$ cat src/rtl/ddr_rb_capture.sv
`timescale 1ns/1ps
// ddr_rb_capture: DDR read-path ring-buffer capture.
// Every strobe level change while a capture window is open is one beat; beats
// go into a DEPTH-entry circular memory and each BURST_LEN-beat burst is also
// packed into burst_data (beat 0 in the LSBs). Strobe edges outside a window
// raise the sticky stray flag.
// Optional statistics counters: define DDR_RB_STATS_EN.
module ddr_rb_capture #(
  parameter int DATA_W    = 16,
  parameter int DEPTH     = 8,
  parameter int BURST_LEN = 8,
  parameter int PTR_W     = $clog2(DEPTH)
) (
  input  logic                        clk,
  input  logic                        reset,
  input  logic                        listen,
  input  logic                        strobe,
  input  logic [DATA_W-1:0]           din,
  input  logic                        rd_en,
  input  logic [PTR_W-1:0]            rd_ptr,
  output logic [DATA_W-1:0]           dout,
  output logic                        dout_valid,
  output logic                        burst_done,
  output logic [DATA_W*BURST_LEN-1:0] burst_data,
  output logic [PTR_W-1:0]            wr_ptr,
  output logic                        stray,
  output logic                        abort,
  output logic [15:0]                 burst_count,
  output logic [15:0]                 stray_count
);

  localparam int BEAT_W = (BURST_LEN > 1) ? $clog2(BURST_LEN) : 1;

  typedef enum logic [1:0] {
    S_IDLE    = 2'd0,
    S_ARMED   = 2'd1,
    S_CAPTURE = 2'd2
  } state_t;

  state_t                             state_q;
  logic                               strobe_q;
  logic                               listen_q;
  logic [BEAT_W-1:0]                  beat_q;
  logic [PTR_W-1:0]                   wr_ptr_q;
  logic [PTR_W-1:0]                   start_q;
  logic [BURST_LEN-1:0][DATA_W-1:0]   shadow_q;
  logic [DATA_W*BURST_LEN-1:0]        burst_data_q;
  logic                               burst_done_q;
  logic                               abort_q;
  logic                               stray_q;
  logic [DATA_W-1:0]                  dout_q;
  logic                               dout_valid_q;
  logic [DATA_W-1:0]                  mem [DEPTH];

  logic strobe_edge_d;
  logic wr_en_d;
  logic last_beat_d;
  logic stray_edge_d;

  // Edge detection and per-cycle qualifiers derived from the current state
  always_comb begin
    strobe_edge_d = strobe ^ strobe_q;
    wr_en_d       = strobe_edge_d && !reset && (state_q != S_IDLE);
    last_beat_d   = (state_q == S_CAPTURE) && strobe_edge_d &&
                    (beat_q == BEAT_W'(BURST_LEN - 1));
    stray_edge_d  = strobe_edge_d && (state_q == S_IDLE);
  end

  // Capture FSM with registered pulses, pointer, shadow and burst register
  always_ff @(posedge clk) begin
    if (reset) begin
      state_q      <= S_IDLE;
      strobe_q     <= 1'b0;
      listen_q     <= 1'b0;
      beat_q       <= '0;
      wr_ptr_q     <= '0;
      start_q      <= '0;
      shadow_q     <= '0;
      burst_data_q <= '0;
      burst_done_q <= 1'b0;
      abort_q      <= 1'b0;
      stray_q      <= 1'b0;
    end else begin
      strobe_q     <= strobe;
      listen_q     <= listen;
      burst_done_q <= 1'b0;
      abort_q      <= 1'b0;

      // A stray edge in the same cycle as a listen rise keeps the flag set
      if (stray_edge_d)
        stray_q <= 1'b1;
      else if (listen && !listen_q)
        stray_q <= 1'b0;

      case (state_q)
        S_IDLE: begin
          if (listen)
            state_q <= S_ARMED;
        end
        S_ARMED: begin
          // An edge wins over listen falling: the beat is taken and any
          // abort is decided from CAPTURE on the following cycle.
          if (strobe_edge_d) begin
            shadow_q[0] <= din;
            start_q     <= wr_ptr_q;
            wr_ptr_q    <= wr_ptr_q + PTR_W'(1);
            beat_q      <= BEAT_W'(1);
            state_q     <= S_CAPTURE;
          end else if (!listen) begin
            state_q <= S_IDLE;
          end
        end
        S_CAPTURE: begin
          if (strobe_edge_d) begin
            shadow_q[beat_q] <= din;
            wr_ptr_q         <= wr_ptr_q + PTR_W'(1);
            if (last_beat_d) begin
              // Last beat goes straight from din; the shadow slot is not yet updated
              burst_data_q <= {din, shadow_q[BURST_LEN-2:0]};
              burst_done_q <= 1'b1;
              beat_q       <= '0;
              state_q      <= listen ? S_ARMED : S_IDLE;
            end else begin
              beat_q <= beat_q + BEAT_W'(1);
            end
          end else if (!listen) begin
            abort_q  <= 1'b1;
            wr_ptr_q <= start_q;
            beat_q   <= '0;
            state_q  <= S_IDLE;
          end
        end
        default: state_q <= S_IDLE;
      endcase
    end
  end

  // Ring memory write port (contents are deliberately not reset)
  always_ff @(posedge clk) begin
    if (wr_en_d)
      mem[wr_ptr_q] <= din;
  end

  // Registered readback; a same-address write this cycle returns old data
  always_ff @(posedge clk) begin
    if (reset) begin
      dout_q       <= '0;
      dout_valid_q <= 1'b0;
    end else begin
      dout_valid_q <= rd_en;
      if (rd_en)
        dout_q <= mem[rd_ptr];
    end
  end

`ifdef DDR_RB_STATS_EN
  logic [15:0] burst_count_q;
  logic [15:0] stray_count_q;

  // Saturating statistics counters, updated alongside the events they count
  always_ff @(posedge clk) begin
    if (reset) begin
      burst_count_q <= '0;
      stray_count_q <= '0;
    end else begin
      if (last_beat_d && (burst_count_q != '1))
        burst_count_q <= burst_count_q + 16'd1;
      if (stray_edge_d && (stray_count_q != '1))
        stray_count_q <= stray_count_q + 16'd1;
    end
  end

  assign burst_count = burst_count_q;
  assign stray_count = stray_count_q;
`else
  assign burst_count = '0;
  assign stray_count = '0;
`endif

  assign dout       = dout_q;
  assign dout_valid = dout_valid_q;
  assign burst_done = burst_done_q;
  assign burst_data = burst_data_q;
  assign wr_ptr     = wr_ptr_q;
  assign stray      = stray_q;
  assign abort      = abort_q;

endmodule

$ cat config.mk
export PLATFORM = sky130hd
export DESIGN_NAME = ddr_rb_capture
export DESIGN_NICKNAME = d
export VERILOG_FILES = /design/src/rtl/ddr_rb_capture.sv
export SDC_FILE = /design/constraint.sdc
export NUM_CORES = 1
export LEC_CHECK = 0
export ABC_AREA = 0
export CORE_MARGIN = 2
export CORE_UTILIZATION = 57
export CTS_CLUSTER_SIZE = 28
export DETAILED_ROUTE_END_ITERATION = 10
export HOLD_SLACK_MARGIN = 0.15
export PLACE_DENSITY_LB_ADDON = 0.12
export SYNTH_ARGS = -nofsm -noshare
export SYNTH_HDL_FRONTEND = slang
export SYNTH_SLANG_ARGS = --single-unit
export TNS_END_PERCENT = 1
$ cat constraint.sdc
create_clock -name clk -period 7.15 [get_ports clk]
set_input_delay 0.715 -clock clk [delete_from_list [all_inputs] [get_ports clk]]
set_output_delay 0.715 -clock clk [all_outputs]
set_load 0.02 [all_outputs]
# Yosys cells after proc, flatten, opt, wreduce, memory -nomap -nowiden
# Memories as Yosys holds them, arrays and structs flattened. A register that Yosys moved wholly into a read port is not among the register bits.
# Cells that the tools add are included.
[classes] n_addsub=2 order_cmp=2 n_eq_ne=8 n_mux=28 bitwise=3 reduce_logical=21
[ops] op="$bwmux 128" n=1
[ops] op="$demux 16 s3" n=1
[ops] op="$mux 16" n=3
[ops] op="$pmux 16 s2" n=1
[ops] op="$mux 3" n=7
[ops] op="$pmux 3 s2" n=2
[ops] op="$mux 2" n=5
[ops] op="$reduce_and 3->1" n=3
[ops] op="$logic_and 1x1->1" n=7
[ops] op="$mux 1" n=7
[ops] op="$add 3x1->3 const B" n=2
[ops] op="$ne 2x2->1 const B" n=3
[ops] op="$ne 3x3->1 const B" n=2
[ops] op="$pmux 2 s3" n=1
[ops] op="$reduce_and 2->1" n=3
[ops] op="$reduce_bool 2->1" n=3
[ops] op="$reduce_or 3->1" n=2
[ops] op="$lt 3x4->1 const B" n=1
[ops] op="$eq 3x3->1 const B" n=1
[ops] op="$ge 3x1->1 const B" n=1
[ops] op="$eq 2x1->1 const B" n=1
[ops] op="$eq 2x2->1 const B" n=1
[ops] op="$logic_not 1->1" n=2
[ops] op="$logic_not 2->1" n=1
[ops] op="2 further kinds" n=3
[totals] reg_bits=273 ram_bits=128 in_bits=24 output_inout_bits=183 elab_cells=84 memories=1
[mem_list] memory="mem" depth=8 width=16 read_ports=1 rd_ports_with_merged_regs=1 write_ports=1 line_no="53" rtl="logic [DATA_W-1:0] mem [DEPTH];"

# Longest topological paths before layout
# Gate-level depths: netlist of the first run.
[depth] word_depth=7 ltp_mapped=8 ltp_nobuf=5

# Worst setup path after synthesis of the first run
# No wires, ideal clock.
[synth_path] kind="input to register" startpoint="input port strobe" endpoint="memory mem[0][0], enable pin" setup_ns=0.409 arrival_ns=2.376 required_time_ns=6.741 slack_ns=4.365 path_stages=5 path_buffers=1 path_cell_list="xnor2_2 buf_6 nor2_1 nand2_1 nor3_1"
[synth_via] elab_chain_cells=5
[synth_lines] element="start: declaration" line_no="17" rtl="input logic strobe,"
[synth_lines] element="$xor 1x1->1" line_no="62" rtl="strobe_edge_d = strobe ^ strobe_q;"
[synth_lines] element="$logic_and 1x1->1 (2 in series)" line_no="63" rtl="wr_en_d = strobe_edge_d && !reset && (state_q != S_IDLE);"
[synth_lines] element="$mux 1" line_no="140" rtl="if (wr_en_d)"
[synth_lines] element="$mux 1 (implied by the code)" line_no="141" rtl="mem[wr_ptr_q] <= din;"
[synth_lines] element="end: declaration" line_no="53"
# Every way passes these cells.

# Worst setup path in the final report of the first run
[layout_path] startpoint="input port strobe" endpoint="register burst_data_q[125] (netlist: burst_data[125])"
[layout_via] elab_chain_cells=4
[layout_lines] element="$xor 1x1->1 (*)" line_no="62"
[layout_lines] element="$logic_and 1x1->1 (2 in series)" line_no="64" rtl="last_beat_d = (state_q == S_CAPTURE) && strobe_edge_d &&"
[layout_lines] element="$reduce_and 3->1 (no source line) (*)"
[layout_lines] element="end signal: assignment" line_no="119" rtl="burst_data_q <= {din, shadow_q[BURST_LEN-2:0]};"
[layout_lines] element="end: declaration" line_no="47" rtl="logic [DATA_W*BURST_LEN-1:0] burst_data_q;"
# Mark *: on every way between the ends. The rest lies on a longest branch, timed or not.
# A chain may end at the register's enable or synchronous reset.

==> flow_summary.json, run 1 <==
{
  "grt-ovfl-total": 0,
  "htree_levels": 2,
  "postCtsSetupRepairBufs": 0,
  "cts_resized": 0,
  "clockBufferDepth": 3,
  "grt_start_max_net_pins": 115,
  "wl_per_cell_um": 18.9,
  "row_count": 59,
  "fillCellCount": 1936,
  "io_pins": 207,
  "regToRegStartpoint": "state_q[1]",
  "synth-edff-count": 128,
  "routed_wirelength_um": 34200,
  "status": "complete, no violations",
  "drt_first_iter_violations": 670,
  "areaGrowthSynthToFinish_pct": 20.3,
  "syn-mean-instance-area_um2": 11.2,
  "core_mm2": 0.0258,
  "min_from": "shadow_q[93]",
  "clk_latency_ns": 0.54,
  "r2r-end": "burst_data[125]",
  "grt_antenna_before_repair": 0,
  "fin_nets": 1468,
  "port_buffers": 174,
  "power_uw": 4680,
  "setup_viol": 0,
  "hp-class": "reg2reg",
  "ir_worst_vdd_mv": 0.182,
  "fin_crit_ns": 3.42,
  "synth_area_mm2": 0.0148,
  "drc": 0,
  "hold-path-endpoint": "burst_data[93]",
  "first_pass_iters": 4,
  "finish.utilization_pct": 69.1,
  "drive_gt1_share_pct": 8.36,
  "grtUsageTotal_pct": 25.1,
  "yosys_most_used_dff": "dfxtp_1",
  "floorplan.initialDensity_pct": 57.4,
  "die_width_um": 165,
  "multi_input_area_mm2": 0.00498,
  "skew_ns": 0.0190,
  "numCtsBuffers": 40,
  "leakagePower_uw": 0.00642,
  "grt_pass1_vias": 9313,
  "grt_pass1_wl_um": 51700,
  "fin_crit_sh_pct": 47.8,
  "ff_latch_area_mm2": 0.00931,
  "cts_tree": "yes",
  "antenna_cells": 0,
  "cts.clk_slew.worst_paths_ns": 0.06,
  "p_per_area_mw_per_mm2": 262,
  "fp.dieH_um": 165,
  "fmax_mhz": 292,
  "crit_required_ns": 7.60,
  "holdBufCountCts": 0,
  "netlist_instances": 1321,
  "place_congestion": 0.803,
  "worst_pin_slew_ns": 1.15,
  "ant_nets": 0,
  "crit_fanout": 74,
  "root_buffer": "clkbuf_16",
  "die-area_mm2": 0.0273,
  "end_kind": "flip-flop",
  "ys_types": 37,
  "seq_area_frac_synth_pct": 62.7,
  "clock_sinks": 401,
  "crit_arrival_ns": 3.87,
  "synth_warnings": 0,
  "synth_seq_cells": 401,
  "maxCapViolCount": 0,
  "viasPerCell": 5.44,
  "regToRegSetupSlack_ns": 4.07,
  "whs_ns": 0.450,
  "synthArstFlopShare_pct": 0,
  "hpwl_um": 19600,
  "path_class": "in2reg",
  "num_vias": 9830,
  "hold_viol": 0,
  "rsz0062_at_grt": "no",
  "startpoint_type": "input pin",
  "reg2regPathDepth": 5,
  "drv_slew": 0,
  "worstHoldPathCells": 2,
  "slew_headroom_pct": 23.1,
  "finalSetupTns_ns": 0
}
[placed cells by master (no fill, tap or decap), types with 3 or more instances in the layout]
master	instances
nor4_4	3
buf_4	9
nor2_1	138
ha_1	3
mux2i_1	131
nor2b_1	5
clkdlybuf4s50_1	171
nand2_1	271
edfxtp_1	128
clkinv_2	6
dfxtp_1	273
a21oi_1	138
nor2_2	6
nor3_1	7
conb_1	32
clkbuf_8	12
a211oi_1	16
o21ai_0	3
clkbuf_16	41
mux4_2	32
nand2b_1	6
clkbuf_1	9
[worst max-delay path, stage by stage]
cell,delay (ns)
clkdlybuf4s50_1,0.55
xor2_1,0.75
and3_4,0.77
buf_4,0.74
nand2_1,0.12
a21oi_1,0.19
[layout make-up]
class | instances | share of cell area [%]
sequential | 401 | 52.2
multi-input combinational | 814 | 27.9
timing repair buffer | 183 | 10.1
clock buffer | 61 | 6.79
tap | 335 | 2.35
clock inverter | 11 | 0.652
inverter | 1 | 0.0210
[synthesized netlist by cell type (2+ instances only)]
| cell | instances | area, µm² |
|---|---|---|
| dfxtp_1 | 273 | 5470 |
| nand2_1 | 271 | 1020 |
| nor2_1 | 144 | 541 |
| a21oi_1 | 138 | 691 |
| mux2i_1 | 131 | 1310 |
| edfxtp_1 | 128 | 3840 |
| clkbuf_1 | 72 | 270 |
| buf_4 | 37 | 278 |
| mux4_2 | 32 | 721 |
| buf_2 | 19 | 95.1 |
| a211oi_1 | 16 | 120 |
| nor3_1 | 9 | 45.0 |
| nand2b_1 | 6 | 37.5 |
| buf_6 | 5 | 56.3 |
| nor2b_1 | 5 | 31.3 |
| ha_1 | 3 | 37.5 |
| nand3_1 | 3 | 15.0 |
| nor4_4 | 3 | 63.8 |
| o21ai_0 | 3 | 15.0 |
| a32oi_1 | 2 | 17.5 |
| and3_1 | 2 | 12.5 |
| buf_1 | 2 | 7.51 |
| or4b_1 | 2 | 20.0 |
| xor2_1 | 2 | 17.5 |
[power by group]
| group | leakage, µW | total (µW) | internal, µW | switching [µW] |
|---|---|---|---|---|
| clock network | 0.000660 | 2080 | 1240 | 842 |
| registers | 0.00336 | 2380 | 2370 | 14.7 |
| logic | 0.00241 | 211 | 69.7 | 141 |
| total | 0.00642 | 4680 | 3680 | 998 |
[routing by layer]
| metal | routed length [µm] | vias to the layer above | GRT usage [%] |
|---|---|---|---|
| met4 | 894 | 0 | 7.33 |
| met1 | 14500 | 4787 | 32.7 |
| met3 | 2120 | 53 | 5.22 |
| met5 | 0 | - | 0 |
| met2 | 16600 | 302 | 42.5 |
| li1 | - | 4688 | - |
[logic make-up after synthesis]
group / after synthesis / share of synthesized area, %
simple gates: 448 / 12.2
flops: 401 / 62.7
compound gates: 165 / 6.04
mux: 163 / 13.7
buf+inv: 137 / 4.82
fa+ha+maj: 3 / 0.253
xor+xnor: 3 / 0.228
other cells: 1 / 0.0253
[metrics by stage]
stage	area, µm²	setup WS (ns)	cells
final	17800	3.73	1806
after global placement	16500	3.30	1734
after detailed placement	16500	3.22	1734
after global routing	17800	3.48	1806
after floorplan	15000	4.36	1352
after CTS	17800	3.74	1806
[worst max path at each step]
stage | startpoint | end | slack [ns] | depth (start not counted)
2_1_floorplan | strobe | mem[0][0] | 4.36 | 5
3_3_place_gp | strobe | burst_data[78] | 3.30 | 6
3_5_place_dp | strobe | burst_data[59] | 3.22 | 6
4_1_cts | strobe | burst_data[64] | 3.74 | 6
5_1_grt | strobe | burst_data[29] | 3.48 | 6
6_report | strobe | burst_data[125] | 3.73 | 6
[registers in the layout, indices dropped and copies added (netlist names)]
register and count:
state_q 2, abort 1, burst_done 1, shadow_q 112, start_q 3, mem 128
strobe_q 1, burst_data 128, wr_ptr 3, beat_q 3, listen_q 1, dout_valid 1
dout 16, stray 1
Power figures use the tool's default switching activity.
==> run 2: changes to the inputs <==
--- a/config.mk
+++ b/config.mk
@@ -7,7 +7,7 @@
 export LEC_CHECK = 0
 export ABC_AREA = 0
 export CORE_MARGIN = 2
-export CORE_UTILIZATION = 57
+export CORE_UTILIZATION = 54
 export CTS_CLUSTER_SIZE = 28
 export DETAILED_ROUTE_END_ITERATION = 10
 export HOLD_SLACK_MARGIN = 0.15
==> constraint.sdc (replaced) <==
create_clock -name clk -period 3.2 [get_ports clk]
set_input_delay 0.32 -clock clk [delete_from_list [all_inputs] [get_ports clk]]
set_output_delay 0.32 -clock clk [all_outputs]
set_load 0.02 [all_outputs]
==> run 2 against run 1 <==
Against the previous run: critical path type is now reg2reg; routed wire length is 0.33% higher; largest power group unchanged; clock power is 120% higher; die area is 5.4% higher; highest routed layer unchanged; flip-flop and latch count stayed put; critical path depth stayed put; final area is 0.85% higher; sequential share of layout area is 0.44 points lower; hold slack worse by 0.14 ns.
==> flow_summary.json, run 2 (same netlist as run 1, synthesis figures left out) <==
{
  "status": "complete, no violations",
  "finalSetupTns_ns": 0,
  "drt_first_iter_violations": 764,
  "crit_fanout": 61,
  "numCtsBuffers": 41,
  "regToRegStartpoint": "beat_q[0]",
  "reg2regPathDepth": 6,
  "fin_crit_ns": 2.42,
  "grtUsageTotal_pct": 23.7,
  "port_buffers": 174,
  "crit_path_max_incr_delay_ns": 0.63,
  "dp_slack_ns": 0.689,
  "clock_sinks": 401,
  "slowest_stage": "dfxtp_1",
  "postCtsSetupRepairBufs": 0,
  "path_buf_inv": 1,
  "cp_top_family": "flip-flops",
  "hpwl_um": 19900,
  "ir_worst_vdd_mv": 0.369,
  "fin_nets": 1485,
  "first_pass_iters": 4,
  "place_congestion": 0.794,
  "maxCapViolCount": 0,
  "slew_headroom_pct": 20.9,
  "mostFrequentLayoutCells": "dfxtp_1 (273), nand2_1 (271), clkdlybuf4s50_1 (172)",
  "power_uw": 10400,
  "min_from": "reset",
  "antenna_cells": 0,
  "hold_viol": 0,
  "row_count": 60,
  "cts.clk_slew.worst_paths_ns": 0.06,
  "hold-path-endpoint": "shadow_q[50]",
  "floorplan.initialDensity_pct": 55.1,
  "holdBufCountCts": 0,
  "drv_slew": 0,
  "clk_latency_ns": 0.53,
  "routed_wirelength_um": 34300,
  "crit_required_ns": 3.57,
  "path_class": "reg2reg",
  "whs_ns": 0.310,
  "worstSetupStartpoint": "beat_q[0]",
  "rsz0062_at_grt": "no",
  "drc": 0,
  "p_per_area_mw_per_mm2": 579,
  "fp.dieH_um": 170,
  "htree_levels": 2,
  "crit_top_cell": "ha_1",
  "leakagePower_uw": 0.00654,
  "die_width_um": 170,
  "grt_pass1_vias": 9270,
  "end_kind": "flip-flop",
  "grt-ovfl-total": 0,
  "areaGrowthSynthToFinish_pct": 21.3,
  "skew_ns": 0.0161,
  "cts_tree": "yes",
  "layout_setup_ws_ns": 0.777,
  "worstHoldPathCells": 2,
  "ant_nets": 0,
  "num_vias": 9912,
  "fin_crit_sh_pct": 75.7,
  "crit_arrival_ns": 2.79,
  "grt_start_max_net_pins": 134,
  "viasPerCell": 5.42,
  "startpoint_type": "flip-flop",
  "setup_viol": 0,
  "mostFrequentLayoutCell": "dfxtp_1",
  "grt_pass1_wl_um": 52400,
  "drive_gt1_share_pct": 8.94,
  "io_pins": 207,
  "hp-class": "in2reg",
  "regToRegSetupSlack_ns": 0.78,
  "core_mm2": 0.0270,
  "die-area_mm2": 0.0288,
  "r2r-end": "burst_data[33]",
  "clockBufferDepth": 3,
  "grt_antenna_before_repair": 0,
  "fmax_mhz": 413,
  "cp_cell_sequence": "ha_1 > ha_1 > nand3_4 > buf_12 > nand2_1 > a21oi_1",
  "worst_pin_slew_ns": 1.18,
  "cts_resized": 0,
  "root_buffer": "clkbuf_16",
  "wl_per_cell_um": 18.8
}
run 2: cell types whose count changed in the layout (fill, tap and decap cells not counted), moves of 2 or more:
cell,change
buf_12,+5
buf_4,+11
clkbuf_1,-3
clkbuf_16,+2
clkbuf_8,-6
clkinv_1,+2
clkinv_2,+6
nor2_1,+6
nor2_2,-6
nor3_2,+2
nor3_4,-2
run 2: where the power goes:
part           total [µW]  switching [µW]  internal (µW)  leakage [µW]
combinational         483             320            164       0.00252
clock                4620            1890           2720      0.000656
sequential           5320            30.4           5290       0.00336
total               10400            2240           8180       0.00654
run 2: worst reg2reg max path, delay by kind of cell (launching register included):
family                   cells  cell delay [ns]
adder cells (fa/ha/maj)      2             0.55
AND/OR/NAND/NOR              2             0.62
AO/OA/AOI/OAI                1             0.06
flip-flops                   1             0.63
buffers and inverters        1             0.41
run 2: worst max path at each step:
| stage | slack [ns] | endpoint | cells past startpoint |
|---|---|---|---|
| after global routing | 0.59 | burst_data[22] | 6 |
| after CTS | 0.76 | burst_data[56] | 6 |
| after detailed placement | 0.69 | shadow_q[94] | 5 |
| after floorplan | 0.76 | mem[1][0] | 4 |
| after global placement | 0.73 | shadow_q[92] | 5 |
| final | 0.78 | burst_data[33] | 6 |
run 2: final cells by class:
cell class | count | area [µm²]
flip-flops and latches | 401 | 9310
fillers | 2021 | 8950
multi-input cells | 814 | 4960
repair buffers | 199 | 1990
clock buffers | 54 | 1170
well taps | 341 | 427
clock inverters | 18 | 144
inverters | 1 | 3.75
run 2: per-layer routing:
| metal | track usage [%] | up-vias | part of all wire [%] |
|---|---|---|---|
| met1 | 32.3 | 4848 | 43 |
| met2 | 38.9 | 301 | 48 |
| met5 | 0 | - | 0 |
| met3 | 4.66 | 54 | 6.6 |
| met4 | 6.61 | 0 | 2.1 |
| li1 | - | 4709 | - |
run 2: metrics by stage:
stage                     util (%)  area (µm²)  cells
final                         66.8       18000   1828
after global routing          66.8       18000   1828
after CTS                     66.8       18000   1828
after detailed placement      61.9       16700   1756
after global placement        61.9       16700   1756
after floorplan                  -       15000   1352
==> run 3: changes to the inputs <==
--- a/config.mk
+++ b/config.mk
@@ -7,7 +7,7 @@
 export LEC_CHECK = 0
 export ABC_AREA = 0
 export CORE_MARGIN = 2
-export CORE_UTILIZATION = 54
+export CORE_UTILIZATION = 49
 export CTS_CLUSTER_SIZE = 28
 export DETAILED_ROUTE_END_ITERATION = 10
 export HOLD_SLACK_MARGIN = 0.15
==> constraint.sdc (replaced) <==
create_clock -name clk -period 1.9 [get_ports clk]
set_input_delay 0.19 -clock clk [delete_from_list [all_inputs] [get_ports clk]]
set_output_delay 0.19 -clock clk [all_outputs]
set_load 0.02 [all_outputs]
==> run 3 against run 2 <==
Against the previous run: critical endpoint is now shadow_q[88]; via count rose by 0.25%; clock power rose by 77%; combinational power rose by 90%; hold slack got worse by 0.10 ns.
==> flow_summary.json, run 3 (same netlist as run 1, synthesis figures left out) <==
{
  "status": "complete, no violations",
  "areaGrowthSynthToFinish_pct": 26.2,
  "swShare_pct": 21.6,
  "whs_ns": 0.206,
  "slowest_stage": "or4b_1",
  "routed_wirelength_um": 35300,
  "fmax_mhz": 557,
  "clkPwrFrac_pct": 45.3,
  "grt-ovfl-total": 0,
  "multi_input_area_mm2": 0.00496,
  "drt_first_iter_violations": 664,
  "hpwl_um": 21000,
  "cp_cell_sequence": "nand2b_2 > or4b_1 > buf_4 > mux2i_1 > nor2_1",
  "worstHoldPathCells": 3,
  "hold-path-endpoint": "shadow_q[45]",
  "mostFrequentLayoutCells": "dfxtp_1 (273), nand2_1 (271), clkdlybuf4s50_1 (169)",
  "antenna_cells": 0,
  "crit_required_ns": 2.28,
  "crit_fanout": 16,
  "grt_pass1_wl_um": 53700,
  "drc": 0,
  "grt_antenna_before_repair": 0,
  "startpoint_type": "flip-flop",
  "viasPerCell": 5.16,
  "slew_headroom_pct": 37.4,
  "first_pass_iters": 5,
  "core_mm2": 0.0297,
  "drive_gt1_share_pct": 11.9,
  "fp.dieH_um": 178,
  "rsz0062_at_grt": "no",
  "place_congestion": 0.806,
  "reg2regPathDepth": 5,
  "num_vias": 9937,
  "ir_worst_vdd_mv": 0.634,
  "root_buffer": "clkbuf_16",
  "min_from": "reset",
  "maxCapViolCount": 0,
  "drv_slew": 0,
  "die-area_mm2": 0.0317,
  "clk_latency_ns": 0.53,
  "row_count": 63,
  "holdBufCountCts": 0,
  "fin_crit_sh_pct": 94.5,
  "postCtsSetupRepairBufs": 0,
  "grtUsageTotal_pct": 22.2,
  "ff_latch_area_mm2": 0.00931,
  "end_kind": "flip-flop",
  "fin_crit_ns": 1.80,
  "mostFrequentLayoutCell": "dfxtp_1",
  "setup_viol": 0,
  "cts_tree": "yes",
  "grt_pass1_vias": 9436,
  "design_area_mm2": 0.0187,
  "cts.clk_slew.worst_paths_ns": 0.06,
  "p_sw_uw": 3910,
  "leakagePower_uw": 0.00687,
  "ant_nets": 0,
  "clock_sinks": 401,
  "port_buffers": 174,
  "r2r-end": "shadow_q[88]",
  "p_per_area_mw_per_mm2": 964,
  "hold_viol": 0,
  "regToRegSetupSlack_ns": 0.10,
  "layout_setup_ws_ns": 0.104,
  "placed_area_mm2": 0.0173,
  "fin_nets": 1532,
  "crit_arrival_ns": 2.17,
  "finish.utilization_pct": 63.0,
  "path_class": "reg2reg",
  "worst_pin_slew_ns": 0.939,
  "internal-power_uw": 14100,
  "grt_start_max_net_pins": 212,
  "io_pins": 207,
  "htree_levels": 2,
  "skew_ns": 0.0194,
  "die_width_um": 178,
  "numCtsBuffers": 41,
  "cts_resized": 3,
  "crit_path_max_incr_delay_ns": 0.55,
  "sequentialPowerShare_pct": 49.6,
  "wl_per_cell_um": 18.3,
  "dp_slack_ns": -0.178,
  "floorplan.initialDensity_pct": 49.9,
  "hp-class": "in2reg",
  "pwr-share-comb_pct": 5.1,
  "clockBufferDepth": 3,
  "regToRegStartpoint": "state_q[0]",
  "fillCellCount": 2413
}
## run 3: cell types whose count changed in the layout (fill, tap and decap cells not counted), moves of 2 or more
cell,delta
buf_4,+30
clkdlybuf4s50_1,-3
dlygate4sd2_1,+3
clkinv_2,-8
buf_12,+17
clkbuf_8,+2
clkbuf_16,+4
clkinvlp_4,+3
## run 3: area by class of cell
| type | count | area share, % |
|---|---|---|
| Clock buffer | 61 | 6.94 |
| Clock inverter | 13 | 0.575 |
| Inverter | 1 | 0.0201 |
| Multi-Input combinational cell | 814 | 26.5 |
| Sequential cell | 401 | 49.7 |
| Tap cell | 390 | 2.61 |
| Timing Repair Buffer | 246 | 13.6 |
## run 3: power groups by stage
stage	clock (µW)	combinational (µW)	sequential (µW)
5_1_grt	8720	980	8950
4_1_cts	8320	923	8950
6_report	8180	917	8950
2_1_floorplan	0	536	9170
3_3_place_gp	0	912	9130
3_5_place_dp	0	923	9140
## run 3: layer usage
| metal | global-route usage (%) | routed length [µm] | up-vias |
|---|---|---|---|
| li1 | - | - | 4812 |
| met1 | 31.0 | 16000 | 4817 |
| met2 | 36.3 | 16800 | 266 |
| met3 | 4.01 | 1950 | 42 |
| met4 | 5.02 | 569 | 0 |
| met5 | 0 | 0 | - |
## run 3: worst max-delay path by stage
| stage | endpoint | slack, ns | startpoint | cells after the start |
|---|---|---|---|---|
| 3_3_place_gp | shadow_q[84] | -0.16 | strobe | 6 |
| 3_5_place_dp | shadow_q[95] | -0.18 | strobe | 6 |
| 5_1_grt | shadow_q[88] | 0.01 | beat_q[2] | 5 |
| 2_1_floorplan | mem[7][0] | -0.12 | strobe_q | 4 |
| 4_1_cts | shadow_q[88] | 0.03 | state_q[0] | 5 |
| 6_report | shadow_q[88] | 0.10 | state_q[0] | 5 |
## run 3: critical path: cells and delay by family, from the launching register on
family / cells / cell delay, ns
buf+inv: 1 / 0.24
flops: 1 / 0.31
mux: 1 / 0.21
simple gates: 3 / 0.88
## run 3: per-stage QoR
step	setup TNS, ns	total power, µW	cells
4_1_cts	0	18200	1926
3_3_place_gp	-13.21	10000	1852
2_1_floorplan	-10.98	9700	1352
6_report	0	18100	1926
5_1_grt	0	18700	1926
3_5_place_dp	-17.69	10100	1852
